File: config.mk
export PLATFORM = sky130hd
export DESIGN_NAME = pipeline_hazard_controller
export DESIGN_NICKNAME = d
export VERILOG_FILES = /design/src/rtl/pipeline_hazard_controller_pkg.sv /design/src/rtl/pipeline_hazard_controller_forward_select.sv /design/src/rtl/pipeline_hazard_controller.sv
export SDC_FILE = /design/constraint.sdc
export NUM_CORES = 1
export LEC_CHECK = 0
export ABC_CLOCK_PERIOD_IN_PS = 2500
export CORE_ASPECT_RATIO = 0.5
export CORE_MARGIN = 8
export CORE_UTILIZATION = 50
export CTS_CLUSTER_SIZE = 12
export DETAILED_ROUTE_END_ITERATION = 16
export PLACE_DENSITY = 0.77
export SYNTH_ARGS = -nofsm -noshare
export SYNTH_HDL_FRONTEND = slang
export SYNTH_SLANG_ARGS = --single-unit
export TNS_END_PERCENT = 20
File: constraint.sdc
create_clock -name clk -period 2.5 [get_ports clk]
set_clock_uncertainty 0.15 [all_clocks]
set_input_delay 0.25 -clock clk [delete_from_list [all_inputs] [get_ports clk]]
set_output_delay 0.25 -clock clk [all_outputs]
set_load 0.005 [all_outputs]
File: src/rtl/pipeline_hazard_controller_pkg.sv
// Shared processor definitions used by the hazard controller: operand
// forwarding encodings, hazard FSM states and the in-flight scoreboard entry.
package pipeline_hazard_controller_pkg;

   // Scoreboard destination field width; register addresses up to this width
   // are zero-extended into it, so REG_ADDR_W must not exceed it.
   localparam int SB_DST_W = 8;

   // Operand source select driven towards the ALU operand muxes.
   typedef enum logic [1:0] {
      FWD_RF  = 2'b00,   // register file
      FWD_ALU = 2'b01,   // ALU stage result (scoreboard entry E)
      FWD_MEM = 2'b10,   // memory stage result (scoreboard entry M)
      FWD_WB  = 2'b11    // writeback value (scoreboard entry W)
   } fwd_sel_e;

   // Load-use stall FSM states.
   typedef enum logic {
      ST_RUN   = 1'b0,
      ST_STALL = 1'b1
   } hz_state_e;

   // One in-flight instruction as tracked by the scoreboard.
   typedef struct packed {
      logic                valid;
      logic                wb;
      logic                mem_read;
      logic [SB_DST_W-1:0] dst;
   } sb_entry_t;

   localparam sb_entry_t SB_EMPTY = '0;

   // True when the entry will produce the value of register src.
   function automatic logic sb_hit(input sb_entry_t e, input logic [SB_DST_W-1:0] src);
      return e.valid & e.wb & (e.dst == src);
   endfunction

endpackage

File: src/rtl/pipeline_hazard_controller_forward_select.sv
// Forwarding priority for one source operand: the youngest producer wins
// (ALU stage over memory stage over writeback).
module forward_select
   import pipeline_hazard_controller_pkg::*;
(
   input  logic                i_src_used,
   input  logic [SB_DST_W-1:0] i_src,
   input  sb_entry_t           i_ent_e,
   input  sb_entry_t           i_ent_m,
   input  sb_entry_t           i_ent_w,
   output fwd_sel_e            o_fwd_sel
);

   // Priority select over the three scoreboard entries.
   always_comb begin
      o_fwd_sel = FWD_RF;
      if (i_src_used) begin
         if (sb_hit(i_ent_e, i_src)) begin
            o_fwd_sel = FWD_ALU;
         end else if (sb_hit(i_ent_m, i_src)) begin
            o_fwd_sel = FWD_MEM;
         end else if (sb_hit(i_ent_w, i_src)) begin
            o_fwd_sel = FWD_WB;
         end
      end
   end

endmodule

File: src/rtl/pipeline_hazard_controller.sv
// Hazard controller for a short in-order pipeline: tracks in-flight writers in
// a 3-entry scoreboard, selects operand forwarding, inserts load-use stalls
// and flushes on taken jumps. All control outputs are combinational.
module pipeline_hazard_controller
   import pipeline_hazard_controller_pkg::*;
#(
   parameter int REG_ADDR_W        = 3,
   parameter int CNT_W             = 16,
   parameter int LOAD_STALL_CYCLES = 1    // 1..7
)(
   input  logic                  clk,
   input  logic                  reset,
   input  logic                  dec_valid,
   input  logic                  dec_wb,
   input  logic                  dec_mem_read,
   input  logic [REG_ADDR_W-1:0] dec_src1,
   input  logic [REG_ADDR_W-1:0] dec_src2,
   input  logic [REG_ADDR_W-1:0] dec_dst,
   input  logic                  dec_src1_used,
   input  logic                  dec_src2_used,
   input  logic                  ex_jump_taken,
   output logic                  stall_fetch,
   output logic                  stall_decode,
   output logic                  bubble_ex,
   output logic                  flush_fd,
   output logic                  flush_de,
   output logic [1:0]            fwd_sel1,
   output logic [1:0]            fwd_sel2,
   output logic [CNT_W-1:0]      stall_count,
   output logic [CNT_W-1:0]      flush_count,
   output hz_state_e             dbg_state
);

   sb_entry_t           r_sb_e, r_sb_m, r_sb_w;
   hz_state_e           r_state;
   hz_state_e           w_state_nxt;
   logic [2:0]          r_stall_cnt;
   logic [2:0]          w_stall_cnt_nxt;
   logic [CNT_W-1:0]    r_stall_count, r_flush_count;

   logic [SB_DST_W-1:0] w_src1, w_src2;
   sb_entry_t           w_dec_entry;
   logic                w_issue;
   logic                w_load_use;
   logic                w_stall;
   logic                w_flush;
   fwd_sel_e            w_fwd1_raw, w_fwd2_raw;

   assign w_src1      = SB_DST_W'(dec_src1);
   assign w_src2      = SB_DST_W'(dec_src2);
   assign w_dec_entry = '{valid: 1'b1, wb: dec_wb, mem_read: dec_mem_read,
                          dst: SB_DST_W'(dec_dst)};
   assign w_issue     = dec_valid & ~stall_decode & ~flush_de;

   // A load in the ALU stage whose result decode needs right now.
   assign w_load_use = r_sb_e.valid & r_sb_e.wb & r_sb_e.mem_read &
                       ((dec_src1_used & (r_sb_e.dst == w_src1)) |
                        (dec_src2_used & (r_sb_e.dst == w_src2)));

   // Scoreboard shift: decode issue enters E, older entries age towards W.
   always_ff @(posedge clk or negedge reset) begin
      if (!reset) begin
         r_sb_e <= SB_EMPTY;
         r_sb_m <= SB_EMPTY;
         r_sb_w <= SB_EMPTY;
      end else begin
         r_sb_w <= r_sb_m;
         r_sb_m <= r_sb_e;
         r_sb_e <= w_issue ? w_dec_entry : SB_EMPTY;
      end
   end

   // FSM state and remaining-stall counter.
   always_ff @(posedge clk or negedge reset) begin
      if (!reset) begin
         r_state     <= ST_RUN;
         r_stall_cnt <= '0;
      end else begin
         r_state     <= w_state_nxt;
         r_stall_cnt <= w_stall_cnt_nxt;
      end
   end

   // Next state: a taken jump always wins; extra stall cycles count down.
   always_comb begin
      w_state_nxt     = r_state;
      w_stall_cnt_nxt = r_stall_cnt;
      if (ex_jump_taken) begin
         w_state_nxt     = ST_RUN;
         w_stall_cnt_nxt = '0;
      end else begin
         case (r_state)
            ST_RUN: begin
               if (w_load_use && (LOAD_STALL_CYCLES > 1)) begin
                  w_state_nxt     = ST_STALL;
                  w_stall_cnt_nxt = 3'(LOAD_STALL_CYCLES - 1);
               end
            end
            ST_STALL: begin
               w_stall_cnt_nxt = r_stall_cnt - 3'd1;
               if (r_stall_cnt <= 3'd1) begin
                  w_state_nxt     = ST_RUN;
                  w_stall_cnt_nxt = '0;
               end
            end
            default: begin
               w_state_nxt     = ST_RUN;
               w_stall_cnt_nxt = '0;
            end
         endcase
      end
   end

   // Outputs: flush overrides stall; everything is held low during reset.
   always_comb begin
      w_stall = 1'b0;
      w_flush = 1'b0;
      if (ex_jump_taken) begin
         w_flush = 1'b1;
      end else begin
         case (r_state)
            ST_RUN:   w_stall = w_load_use;
            ST_STALL: w_stall = 1'b1;
            default:  w_stall = 1'b0;
         endcase
      end
      stall_fetch  = reset & w_stall;
      stall_decode = reset & w_stall;
      bubble_ex    = reset & w_stall;
      flush_fd     = reset & w_flush;
      flush_de     = reset & w_flush;
   end

   forward_select u_fwd1 (
      .i_src_used (dec_src1_used),
      .i_src      (w_src1),
      .i_ent_e    (r_sb_e),
      .i_ent_m    (r_sb_m),
      .i_ent_w    (r_sb_w),
      .o_fwd_sel  (w_fwd1_raw)
   );

   forward_select u_fwd2 (
      .i_src_used (dec_src2_used),
      .i_src      (w_src2),
      .i_ent_e    (r_sb_e),
      .i_ent_m    (r_sb_m),
      .i_ent_w    (r_sb_w),
      .o_fwd_sel  (w_fwd2_raw)
   );

   // Forwarding is meaningless for a squashed decode slot or during reset.
   always_comb begin
      fwd_sel1 = FWD_RF;
      fwd_sel2 = FWD_RF;
      if (reset && !flush_de) begin
         fwd_sel1 = w_fwd1_raw;
         fwd_sel2 = w_fwd2_raw;
      end
   end

   // Saturating stall and flush event counters.
   always_ff @(posedge clk or negedge reset) begin
      if (!reset) begin
         r_stall_count <= '0;
         r_flush_count <= '0;
      end else begin
         if (stall_decode && (r_stall_count != '1)) begin
            r_stall_count <= r_stall_count + CNT_W'(1);
         end
         if (ex_jump_taken && (r_flush_count != '1)) begin
            r_flush_count <= r_flush_count + CNT_W'(1);
         end
      end
   end

   assign stall_count = r_stall_count;
   assign flush_count = r_flush_count;
   assign dbg_state   = r_state;

endmodule

After elaboration in Yosys (flattened, before gate mapping)
Index checks and enable logic that the tools add are counted.
W data, S select, Z words.

operators by class
  add/sub/neg operators = 3
  magnitude comparators = 1
  equal/unequal tests = 8
  mux-type cells = 20
  bitwise gates (word level) = 21
  reduce and logical (&&, ||, !) cells = 5

operators with widths
  kind                     number
  $eq A8 B3 Y1             6
  $add A16 B1 Y16 const B  2
  $ne A16 B16 Y1 const B   2
  $mux W2                  10
  $and A1 B1 Y1            17
  $mux W11                 1
  $mux W3                  3
  $mux W1                  5
  $le A3 B1 Y1 const B     1
  $logic_and A1 B1 Y1      3
  $not A1 Y1               3
  $sub A3 B1 Y3 const B    1
  $pmux W1 S2              1
  $reduce_bool A2 Y1       1
  $logic_not A1 Y1         1
  $or A1 B1 Y1             1

word-level totals
  bits in registers = 67
  input bits = 17
  logic and storage cells = 72

Longest topological paths before layout
Gate-level depths: netlist (run 1).

  word-level depth = 11
  depth in mapped cells = 7

By module
A second synthesis (run 1) with hierarchy kept.

unflattened totals
  cells, all modules = 294
  area total of the unflattened synthesis = 3039.2 sq um

modules (own cells, without submodules)
  module                      instances  cells each  area an instance (sq um)
  pipeline_hazard_controller  1          214         2426.1
  forward_select              2          40          306.5

Worst setup path before layout (run 1)
Ideal clock, no wire load.

  path type = reg2reg
  from = register r_stall_count[0], in the netlist stall_count[0]
  to = register r_stall_count[12], in the netlist stall_count[12]
  arrival = 1.579 ns
  data required time = 2.224 ns
  path slack = 0.645 ns
  stages on the path, launching flop included = 7
  buffers on the path = 0
  path through = dfrtp_1 -> ha_1 -> nand4_2 -> or3_4 -> o21ai_2 -> o31ai_1 -> a221o_1

between the ends
  longest elaborated chain between the ends = 2

ends and longest elaborated chain
  element                                                                  line                               RTL
  start: declaration                                                       pipeline_hazard_controller.sv:39   logic [CNT_W-1:0] r_stall_count, r_flush_count;
  start signal: assignment                                                 pipeline_hazard_controller.sv:169  r_stall_count <= r_stall_count + CNT_W'(1);
  parallel branches: the longest is 2 deep, another holds $add A16 B1 Y16  --

Parallel ways; which one is timed is not known.
A chain may end at the register's enable or synchronous reset.

Final worst setup path (run 1)
  from = register r_sb_m[2] (netlist name)
  to = output port fwd_sel1[0]

between the ends
  longest elaborated chain between the ends = 6

ends and longest elaborated chain
  element                   line                                             RTL
  start: declaration        pipeline_hazard_controller.sv:34                 sb_entry_t r_sb_e, r_sb_m, r_sb_w;
  start signal: assignment  pipeline_hazard_controller.sv:68                 r_sb_m <= r_sb_e;
  $eq A8 B3 Y1              pipeline_hazard_controller_pkg.sv:35             return e.valid & e.wb & (e.dst == src);
  $and A1 B1 Y1             pipeline_hazard_controller_pkg.sv:35
  $mux W2                   pipeline_hazard_controller_forward_select.sv:20  end else if (sb_hit(i_ent_m, i_src)) begin
  $mux W2                   pipeline_hazard_controller_forward_select.sv:18  if (sb_hit(i_ent_e, i_src)) begin
  $mux W2                   pipeline_hazard_controller_forward_select.sv:17  if (i_src_used) begin
  $mux W2                   pipeline_hazard_controller.sv:156                if (reset && !flush_de) begin
  end: declaration          pipeline_hazard_controller.sv:27                 output logic [1:0] fwd_sel1,

Every way passes these cells.

==> impl_metrics.toml, run 1 <==
[clock_network]
cts_root_buffer = "clkbuf_8"
cts-htree-levels = 2
cts_tree = "built"
clk_path_buf_depth = 2
clock-sinks = 52
clk_latency_ns = 0.30
cts_buffers = 5
clk_pin_slew_ns = 0.10

[logic_synthesis]
synth-edff-count = 0
yosysMostFrequentCell = "dfrtp_1"
yosysTopAreaCell = "dfrtp_1"
yosys.cell_types.count = 43
synth_ff_type = "dfrtp_1"
synth_area_leaders = "dfrtp_1 (49%), xnor2_1 (8.9%), xor2_1 (4.6%)"
ys_seq_elements = 52
syn_area_um2 = 2640
synth_seq_area_share = 0.492
synth_top_area_frac = 0.492
synth_cells = 259
postSynthAreaPerCell_um2 = 10.2
synth_warnings = 0
ys_async_sr_fraction = 1.00
syn-num-nets = 280
synthTopCellsByCount = "dfrtp_1 (52), nand2_1 (28), xnor2_1 (27), nor2_1 (25), nand3_1 (18)"

[timing]
max-slew-margin-rel = 0.555
setup_viol = 0
rsz0062_at_grt = "yes"
timing.fmax_ghz = 0.407
period_share = 0.983
fin_crit_ns = 2.46
tightest_slew_ns = 0.667
hold_viol = 0
maxSlewViolCount = 0
hold_ws_ns = 0.232

[final_layout]
fin_nets = 347
drive_above_1_share = 0.131
antenna_cells = 0
regArea_um2 = 1310
multi_input_area_um2 = 1340
synthToLayoutAreaGrowth_pct = 33.2
n_fill_cell = 394
stdcell_count = 397

[routing]
routed_wl_um = 6420
via_per_inst = 5.41
drc_errors = 0
post_drt_wl_per_cell_um = 16.2
drt_first_pass_iters = 4
ant_nets = 0
drt-initial-drc-count = 87
vias = 2146

[setup_path]
cp_data_required_time_ns = 2.10
worstPathArrival_ns = 2.06
path_class = "reg -> out"
cpPeakStageDelay_ns = 0.51
path_max_fanout = 3
critPathLaunchType = "flop"
slowest_stage = "or4_1"
cp-end-kind = "output pin"
path_cells = "xor2_1 > or4_1 > a21oi_1 > nor2_1 > clkdlybuf4s50_1"

[power]
leakage_nw = 1.60
finalPower_mw = 1.88
ir_drop_uv = 505
p_per_area_nw_per_um2 = 533

[placement]
placed_cells = 387
dp_hpwl_um = 4880
io_buffers = 58
gp_congestion = 0.825

[grt]
grt_max_degree = 55
antenna_found_initial = 0
grt_overflow = 0
grt_pass1_wl_um = 10600
grt_usage = 0.164
grt_pass1_vias = 2173

[floorplanning]
die_h_um = 67.4
die_w_um = 119
start_util = 0.529
pin_count = 59
core_um2 = 5000
fp.dieArea_um2 = 8010
placementRows = 18

[status]
status = "completed"

[job]
drv_cap = 0

[hold_path]
hold_class = "reg -> reg"
-- registers in the layout (all words and copies together) (netlist names) --
name / cells
r_stall_cnt: 3
dbg_state: 1
r_sb_w: 5
stall_count: 16
r_sb_e: 6
r_sb_m: 5
flush_count: 16
-- layer usage --
metal  global-route usage  vias up  share of wire
met1                0.197     1048           0.44
met3               0.0566        8          0.053
met2                0.280       49           0.49
met5                    0        -              0
met4               0.0499        0          0.014
li1                     -     1041              -
-- through the flow --
stage | instance area [µm²] | util | setup slack (ns) | TNS (ns)
floorplan | 2640 | - | 0.645 | 0
global placement | 3320 | 0.663 | 0.0267 | 0
detailed placement | 3320 | 0.663 | -0.00183 | -0.00183
CTS | 3410 | 0.683 | -0.00627 | -0.00627
global route | 3520 | 0.704 | -0.0464 | -0.0464
finish | 3520 | 0.704 | 0.0420 | 0
-- placed cells by master, fill, tap and decap left out, types with 5 or more instances in the layout --
cell type / instances
buf_4: 7
nand4_1: 12
nand2_1: 28
xor2_1: 14
dlymetal6s2s_1: 11
inv_1: 8
a21oi_1: 8
dfrtp_1: 49
xnor2_1: 21
xnor2_2: 6
nor2_1: 25
o21ai_0: 5
nor3_1: 5
nand3_1: 18
clkbuf_8: 5
clkdlybuf4s50_1: 46
-- cells by family (layout without fill, tap and decap cells) --
group	Yosys count	in the layout	share of synthesized area
compound gates	29	29	0.0734
xor+xnor	41	41	0.136
fa+ha+maj	4	4	0.0189
buf+inv	14	82	0.0246
flops	52	52	0.492
mux	4	4	0.0170
simple gates	115	115	0.238
-- power breakdown --
part	internal, mW	total (mW)	switching (mW)
clock network	0.200	0.476	0.277
logic	0.215	0.384	0.169
registers	0.917	1.02	0.0994
-- cell type report --
type                            count  area share
Clock buffer                        6      0.0206
Clock inverter                      2     0.00462
Inverter                            8     0.00853
Multi-Input combinational cell    193       0.381
Sequential cell                    52       0.371
Tap cell                           70      0.0249
Timing Repair Buffer               66       0.189
-- repair_timing --
| action | CTS | global route |
|---|---|---|
| hold endpoints to repair | 52 | 0 |
| resized for setup | 0 | 24 |
| setup buffers | 0 | 1 |
| pin swaps | 0 | 7 |
| endpoints found under the setup margin | 1 | 7 |
| hold buffers | 1 | 0 |
-- final timing paths --
check	start	to	slack [ns]	cells past startpoint
hold reg to reg	r_sb_m[10]	r_sb_w[10]	0.23	0
setup / recovery	r_sb_m[2]	fwd_sel1[0]	0.04	5
max in group asynchronous	reset	r_sb_e[2]	1.27	3
hold / removal	r_sb_m[10]	r_sb_w[10]	0.23	0
min in group asynchronous	reset	flush_count[4]	0.47	3
setup reg to reg	stall_count[0]	stall_count[12]	0.46	6
-- worst max-delay path: cells and delay by family, from the launching register on --
kind            cells  cell delay (ns)
simple gates        2             0.56
buf+inv             1             0.44
flops               1             0.43
xor+xnor            1             0.18
compound gates      1             0.13
(Power assumes the default switching activity.)
==> inputs of run 2 (changes only) <==
--- a/config.mk
+++ b/config.mk
@@ -9,6 +9,7 @@
 export CORE_ASPECT_RATIO = 0.5
 export CORE_MARGIN = 8
 export CORE_UTILIZATION = 50
+export CTS_CLUSTER_DIAMETER = 40
 export CTS_CLUSTER_SIZE = 12
 export DETAILED_ROUTE_END_ITERATION = 16
 export PLACE_DENSITY = 0.77
==> results of run 2 <==
No change in the layout: final DEF, timing and power equal those of run 1.
==> inputs of run 3 (changes only) <==
--- a/config.mk
+++ b/config.mk
@@ -13,6 +13,7 @@
 export CTS_CLUSTER_SIZE = 12
 export DETAILED_ROUTE_END_ITERATION = 16
 export PLACE_DENSITY = 0.77
+export SKIP_LAST_GASP = 1
 export SYNTH_ARGS = -nofsm -noshare
 export SYNTH_HDL_FRONTEND = slang
 export SYNTH_SLANG_ARGS = --single-unit
==> run 3 against run 2 <==
  * The run now ends with negative setup slack left
  * Final area is 0.53% lower
  * Die area is the same
  * Via count increased by 0.37%
  * Maximum frequency decreased by 2.4%
  * Highest routed layer unchanged
  * Sequential cell count unchanged
  * Critical endpoint is now fwd_sel1[1]
  * Clock-buffer cell count did not move
  * Sequential share of layout area is 0.20 points higher
  * Largest cell class unchanged
  * Final cell count did not move
==> impl_metrics.toml, run 3 (synthesized netlist as in run 1, its figures left out) <==
[status]
status = "complete, but fails checks"
violations = "negative setup slack"

[timing]
period_share = 1.01
tightest_slew_ns = 0.665
max-slew-margin-rel = 0.557
setup_viol = 1
maxSlewViolCount = 0
setup_slack_ns = -0.0192
fin_crit_ns = 2.52
timing.fmax_ghz = 0.397
hold_viol = 0
rsz0062_at_grt = "yes"

[grt]
grt_usage = 0.164
grt_pass1_vias = 2173
grt_max_degree = 55
use_met2 = 0.280
antenna_found_initial = 0
grt_overflow = 0
grtUsageMet1 = 0.197
grt_use_met3 = 0.0566
grt_pass1_wl_um = 10600
grt.busiest_layer = "met2"

[routing]
via_per_inst = 5.43
vias = 2154
drt-initial-drc-count = 123
routed_wl_um = 6440
post_drt_wl_per_cell_um = 16.2
drc_errors = 0
ant_nets = 0
drt_first_pass_iters = 4

[setup_path]
cp-end-kind = "output pin"
r2r_end = "stall_count[12]"
path_class = "reg -> out"
reg2reg_depth = 6
path_max_fanout = 2
r2r_start = "stall_count[0]"
worstPathArrival_ns = 2.12
r2r_slack_ns = 0.46
startpoint = "r_sb_w[2]"
path_cells = "xor2_1 > nor4_2 > nor2_1 > nor3_1 > clkdlybuf4s50_1"
cp_data_required_time_ns = 2.10
critPathLaunchType = "flop"
slowest_stage = "clkdlybuf4s50_1"
cpPeakStageDelay_ns = 0.55

[clock_network]
cts_tree = "built"
cts_buffers = 5
clk_path_buf_depth = 2
clk_pin_slew_ns = 0.10
cts-htree-levels = 2
cts_root_buffer = "clkbuf_8"
clk_latency_ns = 0.30
clock-sinks = 52

[hold_path]
whs_endpoint = "r_sb_w[9]"
hold_class = "reg -> reg"
hp-start = "r_sb_m[9]"
hold_depth = 0

[floorplanning]
placementRows = 18
start_util = 0.529
pin_count = 59
core_um2 = 5000
die_h_um = 67.4
fp.dieArea_um2 = 8010
die_w_um = 119

[placement]
gp_congestion = 0.825
place_area_um2 = 3320
io_buffers = 58
placed_cells = 387
dp_hpwl_um = 4880

[power]
finalPower_mw = 1.88
switching_share = 0.291
clockPowerShare = 0.255
switching_power_mw = 0.546
ir_drop_uv = 505
p_int_mw = 1.33
seq_power_share = 0.541
p_per_area_nw_per_um2 = 536
combinationalPowerShare = 0.204
leakage_nw = 1.53

[final_layout]
antenna_cells = 0
synthToLayoutAreaGrowth_pct = 32.5
stdcell_count = 397
multi_input_area_um2 = 1330
fin_nets = 347
final_cell_mix = "clkdlybuf4s50_1 (50), dfrtp_1 (49), nand2_1 (28), nor2_1 (25), xnor2_1 (21)"
n_fill_cell = 398
regArea_um2 = 1310
final_area_um2 = 3500
drive_above_1_share = 0.125
final_common_cell = "clkdlybuf4s50_1"
post-route-util = 0.700

[job]
drv_cap = 0
[run 3: layer usage]
metal,up-vias,routed length (µm)
li1,1037,-
met1,1060,2890
met2,49,3130
met3,8,333
met4,0,88
met5,-,0
[run 3: power by group through the flow]
stage,logic (mW),registers (mW),clock network (mW)
global route,0.426,1.03,0.533
CTS,0.378,1.01,0.491
detailed placement,0.374,1.03,0
finish,0.384,1.02,0.479
global placement,0.363,1.03,0
floorplan,0.154,1.01,0
[run 3: final cells by class]
class                      instances  area share
clock buffer                       6      0.0207
clock inverter                     2     0.00465
inverter                           8     0.00858
multi-input combinational        193       0.381
sequential                        52       0.373
tap                               70      0.0250
timing repair buffer              66       0.187
[run 3: worst max path at each step]
stage,endpoint
floorplan,stall_count[12]
global route,fwd_sel1[1]
global placement,bubble_ex
CTS,stall_decode
detailed placement,stall_decode
finish,fwd_sel1[1]
[run 3: worst max-delay path, delay by kind of cell (launching register included)]
family | cells | cell delay (ns)
and+or+nand+nor | 3 | 0.65
xor gates and xnor gates | 1 | 0.20
DFF | 1 | 0.42
buffers and inverters | 1 | 0.55
[run 3: repair_timing]
| item | in CTS | in global routing |
|---|---|---|
| endpoints found under the setup margin | 1 | 7 |
| gates cloned | 0 | 0 |
| pin swaps | 0 | 4 |
| buffers inserted | 0 | 1 |
| gates resized for setup | 0 | 18 |
| hold endpoints to repair | 52 | 0 |
| hold buffers | 1 | 0 |
[run 3: per-stage QoR]
step	hold slack (ns)	TNS, ns	setup WS [ns]
finish	0.238	-0.0192	-0.0192
global route	0.272	-0.271	-0.0713
CTS	0.239	-0.00627	-0.00627
global placement	0.207	0	0.0267
detailed placement	0.209	-0.00183	-0.00183
floorplan	-0.196	0	0.645
